===== config.mk =====
export PLATFORM = sky130hd
export DESIGN_NAME = fetch_queue_flat
export DESIGN_NICKNAME = d
export VERILOG_FILES = /design/src/rtl/fetch_pkg.sv /design/src/rtl/fetch_queue_if.sv /design/src/rtl/fetch_queue_ring.sv /design/src/rtl/fetch_queue.sv /design/src/flat_wrapper.sv
export SDC_FILE = /design/constraint.sdc
export NUM_CORES = 1
export LEC_CHECK = 0
export CAP_MARGIN = 20
export CORE_MARGIN = 4
export CORE_UTILIZATION = 30
export CTS_CLUSTER_SIZE = 14
export DETAILED_ROUTE_END_ITERATION = 16
export PLACE_DENSITY = 0.58
export REMOVE_ABC_BUFFERS = 1
export SYNTH_ARGS = -nofsm -noshare
export SYNTH_HDL_FRONTEND = slang
export SYNTH_SLANG_ARGS = --single-unit

===== constraint.sdc =====
create_clock -name clk -period 6.1 [get_ports clk]
set_input_delay 0.61 -clock clk [delete_from_list [all_inputs] [get_ports clk]]
set_output_delay 0.61 -clock clk [all_outputs]
set_load 0.01 [all_outputs]

===== src/rtl/fetch_pkg.sv =====
`default_nettype none
// ============================================================================
//  Module      : fetch_pkg
//  Description : Shared types and constants for the instruction fetch queue.
//  Revision    : 1.0 - initial release
// ============================================================================
package fetch_pkg;

  localparam int          c_XLEN          = 32;
  localparam logic [31:0] c_NOP           = 32'h0000_0013;
  localparam int          c_DEFAULT_DEPTH = 4;

  // One queue slot: the PC captured at issue and the word captured at response
  typedef struct packed {
    logic [c_XLEN-1:0] pc;
    logic [c_XLEN-1:0] word;
  } fetch_entry_t;

  // Ring pointers carry one extra wrap bit above the index
  function automatic int ptr_width(input int depth);
    return $clog2(depth) + 1;
  endfunction

  localparam int c_PTR_W = ptr_width(c_DEFAULT_DEPTH);

endpackage
`default_nettype wire


===== src/rtl/fetch_queue_if.sv =====
`default_nettype none
// ============================================================================
//  Module      : fetch_queue_if
//  Description : Instruction-memory, redirect and decode-side handshake bundle.
//  Revision    : 1.0 - initial release
// ============================================================================
interface fetch_queue_if;
  import fetch_pkg::*;

  logic              imem_req;
  logic [c_XLEN-1:0] imem_addr;
  logic              imem_gnt;
  logic              imem_rvalid;
  logic [c_XLEN-1:0] imem_rdata;
  logic              redirect;
  logic [c_XLEN-1:0] redirect_pc;
  logic              inst_valid;
  logic [c_XLEN-1:0] inst;
  logic [c_XLEN-1:0] inst_pc;
  logic              inst_ready;

  // Fetch stage side
  modport master (
    output imem_req, imem_addr, inst_valid, inst, inst_pc,
    input  imem_gnt, imem_rvalid, imem_rdata, redirect, redirect_pc, inst_ready
  );

  // Memory / execute / decode side
  modport slave (
    input  imem_req, imem_addr, inst_valid, inst, inst_pc,
    output imem_gnt, imem_rvalid, imem_rdata, redirect, redirect_pc, inst_ready
  );

endinterface
`default_nettype wire


===== src/rtl/fetch_queue_ring.sv =====
`default_nettype none
// ============================================================================
//  Module      : fetch_ring
//  Description : DEPTH-entry {pc, word} storage with independent alloc-write,
//                fill-write and head-read ports.
//  Revision    : 1.0 - initial release
// ============================================================================
module fetch_ring
  import fetch_pkg::*;
#(
  parameter  int DEPTH = 4,
  localparam int IDX_W = $clog2(DEPTH)
) (
  input  wire logic              clk,
  input  wire logic              i_alloc_we,
  input  wire logic [IDX_W-1:0]  i_alloc_idx,
  input  wire logic [c_XLEN-1:0] i_alloc_pc,
  input  wire logic              i_fill_we,
  input  wire logic [IDX_W-1:0]  i_fill_idx,
  input  wire logic [c_XLEN-1:0] i_fill_word,
  input  wire logic [IDX_W-1:0]  i_head_idx,
  output fetch_entry_t           o_head_entry
);

  logic [c_XLEN-1:0] r_pc   [DEPTH];
  logic [c_XLEN-1:0] r_word [DEPTH];

  // PC is captured when the request issues, the word when its response lands
  always_ff @(posedge clk) begin
    if (i_alloc_we) r_pc[i_alloc_idx]  <= i_alloc_pc;
    if (i_fill_we)  r_word[i_fill_idx] <= i_fill_word;
  end

  // Head read is combinational so the entry is visible in the same cycle
  always_comb begin
    o_head_entry      = '0;
    o_head_entry.pc   = r_pc[i_head_idx];
    o_head_entry.word = r_word[i_head_idx];
  end

endmodule
`default_nettype wire


===== src/rtl/fetch_queue.sv =====
`default_nettype none
// ============================================================================
//  Module      : fetch_queue
//  Description : Fetch stage: owns the fetch PC, issues pipelined word reads,
//                buffers in-order responses tagged with their PC and flushes
//                buffered and in-flight work on a redirect.
//  Revision    : 1.0 - initial release
// ============================================================================
module fetch_queue
  import fetch_pkg::*;
#(
  parameter int          DEPTH    = 4,
  parameter logic [31:0] RESET_PC = 32'h0000_0000
) (
  input  wire logic      clk,
  input  wire logic      reset,
  fetch_queue_if.master  bus
);

  localparam int c_PTR_W = ptr_width(DEPTH);
  localparam int c_IDX_W = c_PTR_W - 1;
  localparam int c_CNT_W = c_PTR_W + 1;

  logic [c_PTR_W-1:0] r_head;
  logic [c_PTR_W-1:0] r_fill;
  logic [c_PTR_W-1:0] r_tail;
  logic [c_PTR_W-1:0] r_drop_cnt;
  logic [c_XLEN-1:0]  r_fetch_pc;

  logic [c_PTR_W-1:0] w_occ;
  logic [c_PTR_W-1:0] w_pending;
  logic [c_CNT_W-1:0] w_committed;
  logic               w_req;
  logic               w_issue;
  logic               w_valid;
  logic               w_pop;
  logic               w_drop_now;
  logic               w_fill_now;
  logic               w_rsp_counted;
  logic [c_PTR_W-1:0] w_drop_redirect;
  fetch_entry_t       w_head_entry;
  logic               w_unused;

  // Slot accounting: entries in the ring plus stale responses still owed
  always_comb begin
    w_occ         = r_tail - r_head;
    w_pending     = r_tail - r_fill;
    w_committed   = {1'b0, w_occ} + {1'b0, r_drop_cnt};
    w_req         = !reset && !bus.redirect && (w_committed < c_CNT_W'(DEPTH));
    w_issue       = w_req && bus.imem_gnt;
    w_valid       = (r_fill != r_head);
    w_pop         = w_valid && bus.inst_ready && !bus.redirect;
    // Drops are always the oldest responses, so they are consumed first
    w_drop_now    = bus.imem_rvalid && (r_drop_cnt != '0);
    // A response with nothing owed is a protocol violation and is ignored
    w_fill_now    = bus.imem_rvalid && (r_drop_cnt == '0) && (w_pending != '0);
    w_rsp_counted = w_drop_now || w_fill_now;
    // Everything still in flight becomes a drop, minus a response landing now
    w_drop_redirect = r_drop_cnt + w_pending - c_PTR_W'(w_rsp_counted);
  end

  // Pointer, drop counter and fetch-PC state; redirect outranks all traffic
  always_ff @(posedge clk) begin
    if (reset) begin
      r_head     <= '0;
      r_fill     <= '0;
      r_tail     <= '0;
      r_drop_cnt <= '0;
      r_fetch_pc <= RESET_PC;
    end else if (bus.redirect) begin
      r_head     <= '0;
      r_fill     <= '0;
      r_tail     <= '0;
      r_drop_cnt <= w_drop_redirect;
      r_fetch_pc <= {bus.redirect_pc[c_XLEN-1:2], 2'b00};
    end else begin
      if (w_issue) begin
        r_tail     <= r_tail + 1'b1;
        r_fetch_pc <= r_fetch_pc + 32'd4;
      end
      if (w_fill_now) r_fill     <= r_fill + 1'b1;
      if (w_drop_now) r_drop_cnt <= r_drop_cnt - 1'b1;
      if (w_pop)      r_head     <= r_head + 1'b1;
    end
  end

  fetch_ring #(
    .DEPTH (DEPTH)
  ) u_ring (
    .clk          (clk),
    .i_alloc_we   (w_issue),
    .i_alloc_idx  (r_tail[c_IDX_W-1:0]),
    .i_alloc_pc   (r_fetch_pc),
    .i_fill_we    (w_fill_now && !bus.redirect && !reset),
    .i_fill_idx   (r_fill[c_IDX_W-1:0]),
    .i_fill_word  (bus.imem_rdata),
    .i_head_idx   (r_head[c_IDX_W-1:0]),
    .o_head_entry (w_head_entry)
  );

  // Outputs; the head slot is masked to zero whenever it holds nothing valid
  always_comb begin
    bus.imem_req   = w_req;
    bus.imem_addr  = r_fetch_pc;
    bus.inst_valid = w_valid;
    bus.inst       = w_valid ? w_head_entry.word : '0;
    bus.inst_pc    = w_valid ? w_head_entry.pc   : '0;
  end

  // Low redirect address bits are ignored by construction
  assign w_unused = &{1'b0, bus.redirect_pc[1:0]};

endmodule
`default_nettype wire


===== src/flat_wrapper.sv =====
// flat-port wrapper written by rule: the top's interface ports become plain ports
module fetch_queue_flat import fetch_pkg::*;
#(
  parameter int          DEPTH    = 4,
  parameter logic [31:0] RESET_PC = 32'h0000_0000
)
  (clk, reset, bus_imem_req, bus_imem_addr, bus_inst_valid, bus_inst, bus_inst_pc, bus_imem_gnt, bus_imem_rvalid, bus_imem_rdata, bus_redirect, bus_redirect_pc, bus_inst_ready);
  fetch_queue_if bus_i ();
  input  wire logic clk;
  input  wire logic reset;
  output wire logic [$bits(bus_i.imem_req)-1:0] bus_imem_req;
  output wire logic [$bits(bus_i.imem_addr)-1:0] bus_imem_addr;
  output wire logic [$bits(bus_i.inst_valid)-1:0] bus_inst_valid;
  output wire logic [$bits(bus_i.inst)-1:0] bus_inst;
  output wire logic [$bits(bus_i.inst_pc)-1:0] bus_inst_pc;
  input wire logic [$bits(bus_i.imem_gnt)-1:0] bus_imem_gnt;
  input wire logic [$bits(bus_i.imem_rvalid)-1:0] bus_imem_rvalid;
  input wire logic [$bits(bus_i.imem_rdata)-1:0] bus_imem_rdata;
  input wire logic [$bits(bus_i.redirect)-1:0] bus_redirect;
  input wire logic [$bits(bus_i.redirect_pc)-1:0] bus_redirect_pc;
  input wire logic [$bits(bus_i.inst_ready)-1:0] bus_inst_ready;
  assign bus_imem_req = bus_i.imem_req;
  assign bus_imem_addr = bus_i.imem_addr;
  assign bus_inst_valid = bus_i.inst_valid;
  assign bus_inst = bus_i.inst;
  assign bus_inst_pc = bus_i.inst_pc;
  assign bus_i.imem_gnt = bus_imem_gnt;
  assign bus_i.imem_rvalid = bus_imem_rvalid;
  assign bus_i.imem_rdata = bus_imem_rdata;
  assign bus_i.redirect = bus_redirect;
  assign bus_i.redirect_pc = bus_redirect_pc;
  assign bus_i.inst_ready = bus_inst_ready;
  fetch_queue #(.DEPTH(DEPTH), .RESET_PC(RESET_PC)) u_core (.clk(clk), .reset(reset), .bus(bus_i));
endmodule

==> metrics.txt, run 1 <==
outcome=finished, final reports clean; worst hold endpoint=u_core.u_ring.r_pc[3][31]; largest net degree at the start of global routing=between 60 and 70; synth warn=0; Final Hold Fails=0; critical-path cell list=inv_1 -> ha_1 -> inv_1 -> fa_1 -> xor2_1 -> xnor2_1 -> ha_1 -> nor4_4 -> o2111a_1 -> buf_4 -> and2_1 -> buf_4; Slew Limit Headroom=a little under a third; RSZ-0062 raised after global routing=false; sequential area share after synthesis=a little under 70%; Slowest cell on crit path=and2_1; CP Launch Type=flip-flop; Via density=4.782; Buffers on Ports=around 160; total grt overflow=0; post-synth top area share=61.05%; Unique masters post-synth=58; synthesized area per cell=roughly 16 sq um; Initial Utilization=a little under a third; Post-Syn Area=12,200 sq um; Worst-path clk slew=roughly 60 ps; Setup Viol. Count Final=0; critical-path maximum fanout=20; number of synthesized flops with an enable pin=around 250; worst r2r path cells=12; CTS tree=done; initial antenna violation count=0; first-iteration detailed-routing DRC count=455; # clock sinks=292; Post-Synth Simple-Gate Area=a little under a tenth; Initial DRT Pass Iterations=5; Syn-to-layout area delta=26.83%; Slew Viols, Final=0; data arrival time of the worst path=between 4000 and 5000 ps; final wirelength=29,460 um; crit path kind=flip-flop to flip-flop; Synth Area in Compound Gates=under 10%; IR drop worst, VDD=between 0.1 and 0.15 mV; Hold Path Class=flip-flop to flip-flop; DIE HEIGHT=roughly 210 um; Reg-to-Reg End=u_core.u_ring.r_pc[2][3]; CP Launch Point=u_core.r_tail[0]; I/O pin cnt=about 170; hold buffers post-CTS=0; Die Area=43,960 sq um; required time of the critical path=approximately 6300 ps; cell taking the most area after synthesis=edfxtp_1; adder-cell area share of the yosys netlist=approximately 2.4%; Synth area leaders=edfxtp_1 61%, mux4_2 11%, dfxtp_1 7.2%; Max Freq=253.1 MHz; Power per Cell Area=just under 300 nW/um^2; Synth Flop Type=edfxtp_1; fill cell count=roughly 3,700; setup bufs post-CTS=0; Post-DRT Antenna Nets=0; Setup Skew=approximately 20 ps; fin nets=roughly 1,000; layout cell share with drive strength beyond 1=between 15 and 20%; Setup crit end kind=flip-flop; Final min period=3951 ps; GR Util All Layers=13.27%; site row count=between 70 and 80; Post-Route Setup TNS=0 ps; Leakage Power=4.853 nW; Cells after Synth=~740; post-cts sizing count=0; Synth Area in XOR/XNOR=1.692%; Async S/R FF share, synth=0%; Reg2Reg Launch Point=u_core.r_tail[0]; crit share post-route=64.76%; DR WL/cell=20.25 um; HPWL after detailed placement=18,260 um; worst skew pair latency=around 520 ps; Root Driver=clkbuf_16; clk buf depth=3; core area=between 40,000 and 50,000 sq um; Hold Slack=approximately 550 ps; register bit count reported by yosys=a little under 300; DR DRC count=0; largest family of logic cells by synthesized area=multiplexers; first-pass GRT wire length=about 45,000 um; Slew @ Worst Pin=just over 1000 ps; Vias=just under 7,000; global placement routability congestion=about 0.71; r2r setup slk=approximately 2100 ps; H-tree levels=2; max-cap violation count=0; die width=roughly 210 um; vias in the first global route=approximately 7,300; Hold Crit Depth=0; Critical Path Max Stage Delay=about 600 ps; post-synthesis mux area share=11.89%; TritonCTS buffer count=34; hold_sp=u_core.bus.imem_addr[31]
power by group:
group / switching [mW] / internal (mW) / total, mW
Sequential: 0.0404 / 2.20 / 2.24
Clock: 0.796 / 1.21 / 2.00
Combinational: 0.138 / 0.142 / 0.280
Total: 0.975 / 3.55 / 4.52
worst max-delay path by stage:
| stage | to | slack, ps |
|---|---|---|
| after floorplan | bus_inst_valid | 1370 |
| after global placement | u_core.u_ring.r_pc[0][2] | 2170 |
| after detailed placement | u_core.u_ring.r_pc[0][2] | 2120 |
| after CTS | bus_inst_pc[25] | 2040 |
| after global routing | u_core.u_ring.r_pc[0][6] | 1890 |
| final | u_core.u_ring.r_pc[2][3] | 2150 |
sequential cells by signal, summed over array words and instances, names as in the netlist, named ones only:
name                  flops
u_core.r_drop_cnt         3
u_core.r_fill             3
u_core.r_tail             3
u_core.bus.imem_addr     30
u_core.u_ring.r_word    128
u_core.r_head             3
u_core.u_ring.r_pc      120
cells in the mapped netlist, types with 6 or more instances:
cell type / instances
inv_1: 22
xnor2_1: 14
nor3_1: 9
nand3_1: 13
xor2_1: 7
dfxtp_1: 44
ha_1: 19
a21oi_1: 23
a31oi_1: 10
clkbuf_1: 23
nand2_1: 34
buf_2: 12
nand4_1: 7
edfxtp_1: 248
nor2b_1: 62
o211ai_1: 8
or3_1: 7
and2_1: 10
o21ai_0: 6
nor2_1: 28
mux4_2: 62
critical path, delay by kind of cell (launching register included):
kind	cells	cell delay, ps
XOR/XNOR	2	350
buffers and inverters	4	920
AO/OA/AOI/OAI	1	230
AND/OR/NAND/NOR	2	920
adder cells (fa/ha/maj)	3	810
flip-flops	1	350
cell families after synthesis:
| family | after synthesis |
|---|---|
| adders and majority gates | 22 |
| DFF | 292 |
| buffers and inverters | 68 |
| xor gates and xnor gates | 22 |
| muxes | 67 |
| other | 1 |
| AOI/OAI and AO/OA | 72 |
| and+or+nand+nor | 198 |
cell usage in the layout (no fill, tap or decap), drive strengths merged, types with 6 or more instances in the layout:
master / count
edfxtp: 248
clkdlybuf4s50: 161
mux4: 62
nor2b: 62
dfxtp: 44
clkbuf: 43
nand2: 34
nor2: 28
a21oi: 23
inv: 23
ha: 19
xnor2: 14
nand3: 14
clkinv: 11
a31oi: 10
buf: 10
nor3: 10
and2: 10
o211ai: 8
nand4: 8
xor2: 7
or3: 7
o21ai: 6
metrics by stage:
stage	cell area, sq um	worst slack, ps	instances	power, mW	util, %
after global placement	14370	2172	1395	2.560	35.91
after floorplan	11990	1368	699	2.412	-
after global routing	15470	1892	1454	4.706	38.67
after CTS	15470	2041	1454	4.582	38.67
final	15470	2149	1455	4.520	38.68
after detailed placement	14370	2115	1395	2.562	35.91
area by class of cell:
class | count | area (sq um) | area share [%]
inverter | 22 | 82.58 | 0.5337
multi-input combinational | 385 | 3592 | 23.22
clock buffer | 43 | 925.9 | 5.984
antenna | 1 | 2.502 | 0.01617
timing repair buffer | 171 | 1699 | 10.98
clock inverter | 16 | 177.7 | 1.148
sequential | 292 | 8335 | 53.87
tap | 525 | 656.9 | 4.246
metal layers:
metal / global-route usage [%] / part of all wire, %
met5: 0 / 0
met4: 3.353 / 1.8
met3: 3.288 / 6.7
met2: 21.45 / 47
met1: 18.08 / 45
Note: power is estimated with default switching activity, not from simulation.
==> run 2, diff against run 1 <==
- PLACE_DENSITY: 0.58 -> 0.6
- clock period: 6.1 -> 3.3 ns (I/O delays scaled with it)
==> metrics.txt, run 2 (same netlist as run 1, synthesis figures left out) <==
CP Launch Type=flip-flop (unchanged); Final min period=3114 ps (was 3951 ps); core area=40,010 sq um (unchanged); Ant. Diodes=0 (was 1); data arrival time of the worst path=3500 ps (was 4130 ps); r2r setup slk=190 ps (was 2150 ps); CTS tree=done (unchanged); fill cell count=3,750 (was 3,748); most common cell after layout, fill and taps aside=edfxtp_1 (unchanged); Setup crit end kind=flip-flop (unchanged); Slew Viols, Final=0 (unchanged); Pwr Total=8.207 mW (was 4.520 mW); fin nets=1,032 (was 998); sw frac=21.76% (was 21.56%); layout cell share with drive strength beyond 1=18.84% (was 15.18%); I/O pin cnt=168 (unchanged); GR Util All Layers=13.29% (was 13.27%); Initial DRT Pass Iterations=4 (was 5); critical-path maximum fanout=3 (was 20); IR drop worst, VDD=0.2502 mV (was 0.1462 mV); Hold Path Class=primary input to flip-flop (was flip-flop to flip-flop); TritonCTS buffer count=34 (unchanged); Post-DRT Antenna Nets=0 (unchanged); Worst-path clk slew=60 ps (about the same); # clock sinks=292 (unchanged); max-cap violation count=0 (unchanged); DR WL/cell=19.92 um (was 20.25 um); max FFs per register=128 (unchanged); first-pass GRT wire length=45,240 um (was 45,260 um); Slowest cell on crit path=fa_1 (was and2_1); Largest Register=u_core.u_ring.r_word (unchanged); critical-path cell list=inv_2 -> ha_1 -> fa_1 -> xnor3_2 -> a311oi_4 -> a21o_1 -> ha_1 -> inv_1 -> ha_1 -> fa_1 -> xnor2_1 -> xnor2_1 -> o21ai_1 -> xnor2_1 -> nor2_1 (was inv_1 -> ha_1 -> inv_1 -> fa_1 -> xor2_1 -> xnor2_1 -> ha_1 -> nor4_4 -> o2111a_1 -> buf_4 -> and2_1 -> buf_4); first-iteration detailed-routing DRC count=403 (was 455); Syn-to-layout area delta=29.83% (was 26.83%); Die Area=43,960 sq um (unchanged); Seq pwr share=50.4% (was 49.5%); DIE HEIGHT=209.7 um (unchanged); crit share post-route=94.35% (was 64.76%); initial antenna violation count=0 (unchanged); Leakage Power=5.041 nW (was 4.853 nW); Vias=7,080 (was 6,958); WP buf/inv=2 (was 4); Setup Skew=16.67 ps (was 19.74 ps); commonest non-fill, non-tap cells in the layout=248 x edfxtp_1, 160 x clkdlybuf4s50_1, 62 x mux4_2, 62 x nor2b_1, 42 x dfxtp_1 (was 248 x edfxtp_1, 161 x clkdlybuf4s50_1, 62 x mux4_2, 62 x nor2b_1, 42 x dfxtp_1); site row count=73 (unchanged); Slew Limit Headroom=58.99% (was 30.70%); internal power=6.421 mW (was 3.546 mW); final wirelength=29,700 um (was 29,460 um); clock share of power=43.0% (was 44.3%); Setup Viol. Count Final=0 (unchanged); CP top delay family=adder cells (was buffers and inverters); global placement routability congestion=0.7861 (was 0.7148); HPWL after detailed placement=19,440 um (was 18,260 um); hold buffers post-CTS=0 (unchanged); total grt overflow=0 (unchanged); worst skew pair latency=510 ps (was 520 ps); RSZ-0062 raised after global routing=false (unchanged); Power per Cell Area=518.2 nW/um^2 (was 292.2 nW/um^2); Slew @ Worst Pin=615.1 ps (was 1039 ps); Comb pwr share=6.6% (was 6.2%); Buffers on Ports=161 (unchanged); vias in the first global route=7,264 (was 7,292); Via density=4.748 (was 4.782); H-tree levels=2 (unchanged); clk buf depth=3 (unchanged); DR DRC count=0 (unchanged); largest net degree at the start of global routing=53 (was 63); Max Freq=321.2 MHz (was 253.1 MHz); Post-Route Setup TNS=0 ps (unchanged); Critical Path Max Stage Delay=390 ps (was 600 ps); outcome=finished, final reports clean (unchanged); switching power=1.786 mW (was 0.9748 mW); crit path kind=flip-flop to flip-flop (unchanged); Root Driver=clkbuf_16 (unchanged); Final Hold Fails=0 (unchanged); required time of the critical path=3680 ps (was 6280 ps); Initial Utilization=30.49% (unchanged); die width=209.7 um (unchanged)
[run 2: changes by cell type in the layout (fill, tap and decap cells not counted), moves of 2 or more]
| cell | delta |
|---|---|
| buf_4 | +23 |
| bufinv_16 | -3 |
| clkbuf_1 | +2 |
| clkinvlp_4 | +3 |
| clkinv_1 | -2 |
| buf_12 | +10 |
[run 2: power groups by stage]
stage,Combinational (mW),Sequential [mW],Clock (mW)
4_1_cts,0.550,4.13,3.64
3_3_place_gp,0.540,4.21,0
2_1_floorplan,0.256,4.20,0
6_report,0.543,4.13,3.53
5_1_grt,0.600,4.14,3.79
3_5_place_dp,0.542,4.21,0
[run 2: what timing repair did]
item | in CTS | in global routing
gates cloned | 0 | 0
buffers inserted | 1 | 0
setup endpoints to repair | 1 | 18
resized for setup | 3 | 6
pin swaps | 2 | 5
[run 2: per-layer routing]
layer / GRT usage (%) / vias up / share of wire [%]
met4: 3.645 / 0 / 2.3
met3: 3.453 / 48 / 5.8
met5: 0 / - / 0
li1: - / 3268 / -
met1: 17.98 / 3582 / 46
met2: 21.36 / 182 / 46
[run 2: worst paths after layout]
path | from | to | cells past startpoint
max | u_core.r_tail[0] | u_core.r_drop_cnt[2] | 15
min | bus_redirect_pc[10] | u_core.bus.imem_addr[10] | 3
max reg2reg | u_core.r_tail[0] | u_core.r_drop_cnt[2] | 15
min reg2reg | u_core.r_drop_cnt[2] | u_core.r_drop_cnt[2] | 2
[run 2: per-stage QoR]
step / instances / worst slack, ps / utilization (%) / hold WS [ps] / instance area (sq um)
2_1_floorplan: 699 / -1156 / - / 399.1 / 11990
3_3_place_gp: 1428 / 104.1 / 36.84 / 551.7 / 14740
3_5_place_dp: 1428 / 59.71 / 36.84 / 542.4 / 14740
4_1_cts: 1491 / 6.448 / 39.54 / 345.8 / 15820
5_1_grt: 1491 / 1.486 / 39.59 / 364.7 / 15840
6_report: 1491 / 186.4 / 39.59 / 378.9 / 15840
[run 2: layout make-up]
class	count	area, sq um	area share [%]
inverter	22	82.58	0.5214
clock buffer	47	972.2	6.138
clock inverter	15	100.1	0.6320
multi-input combinational	385	3606	22.77
sequential	292	8335	52.63
tap	525	656.9	4.148
timing repair buffer	205	2085	13.16
[run 2: worst min-delay path, delay by kind of cell]
family,cells,cell delay [ps]
buffers and inverters,1,400
AND/OR/NAND/NOR,1,60
AO/OA/AOI/OAI,1,50
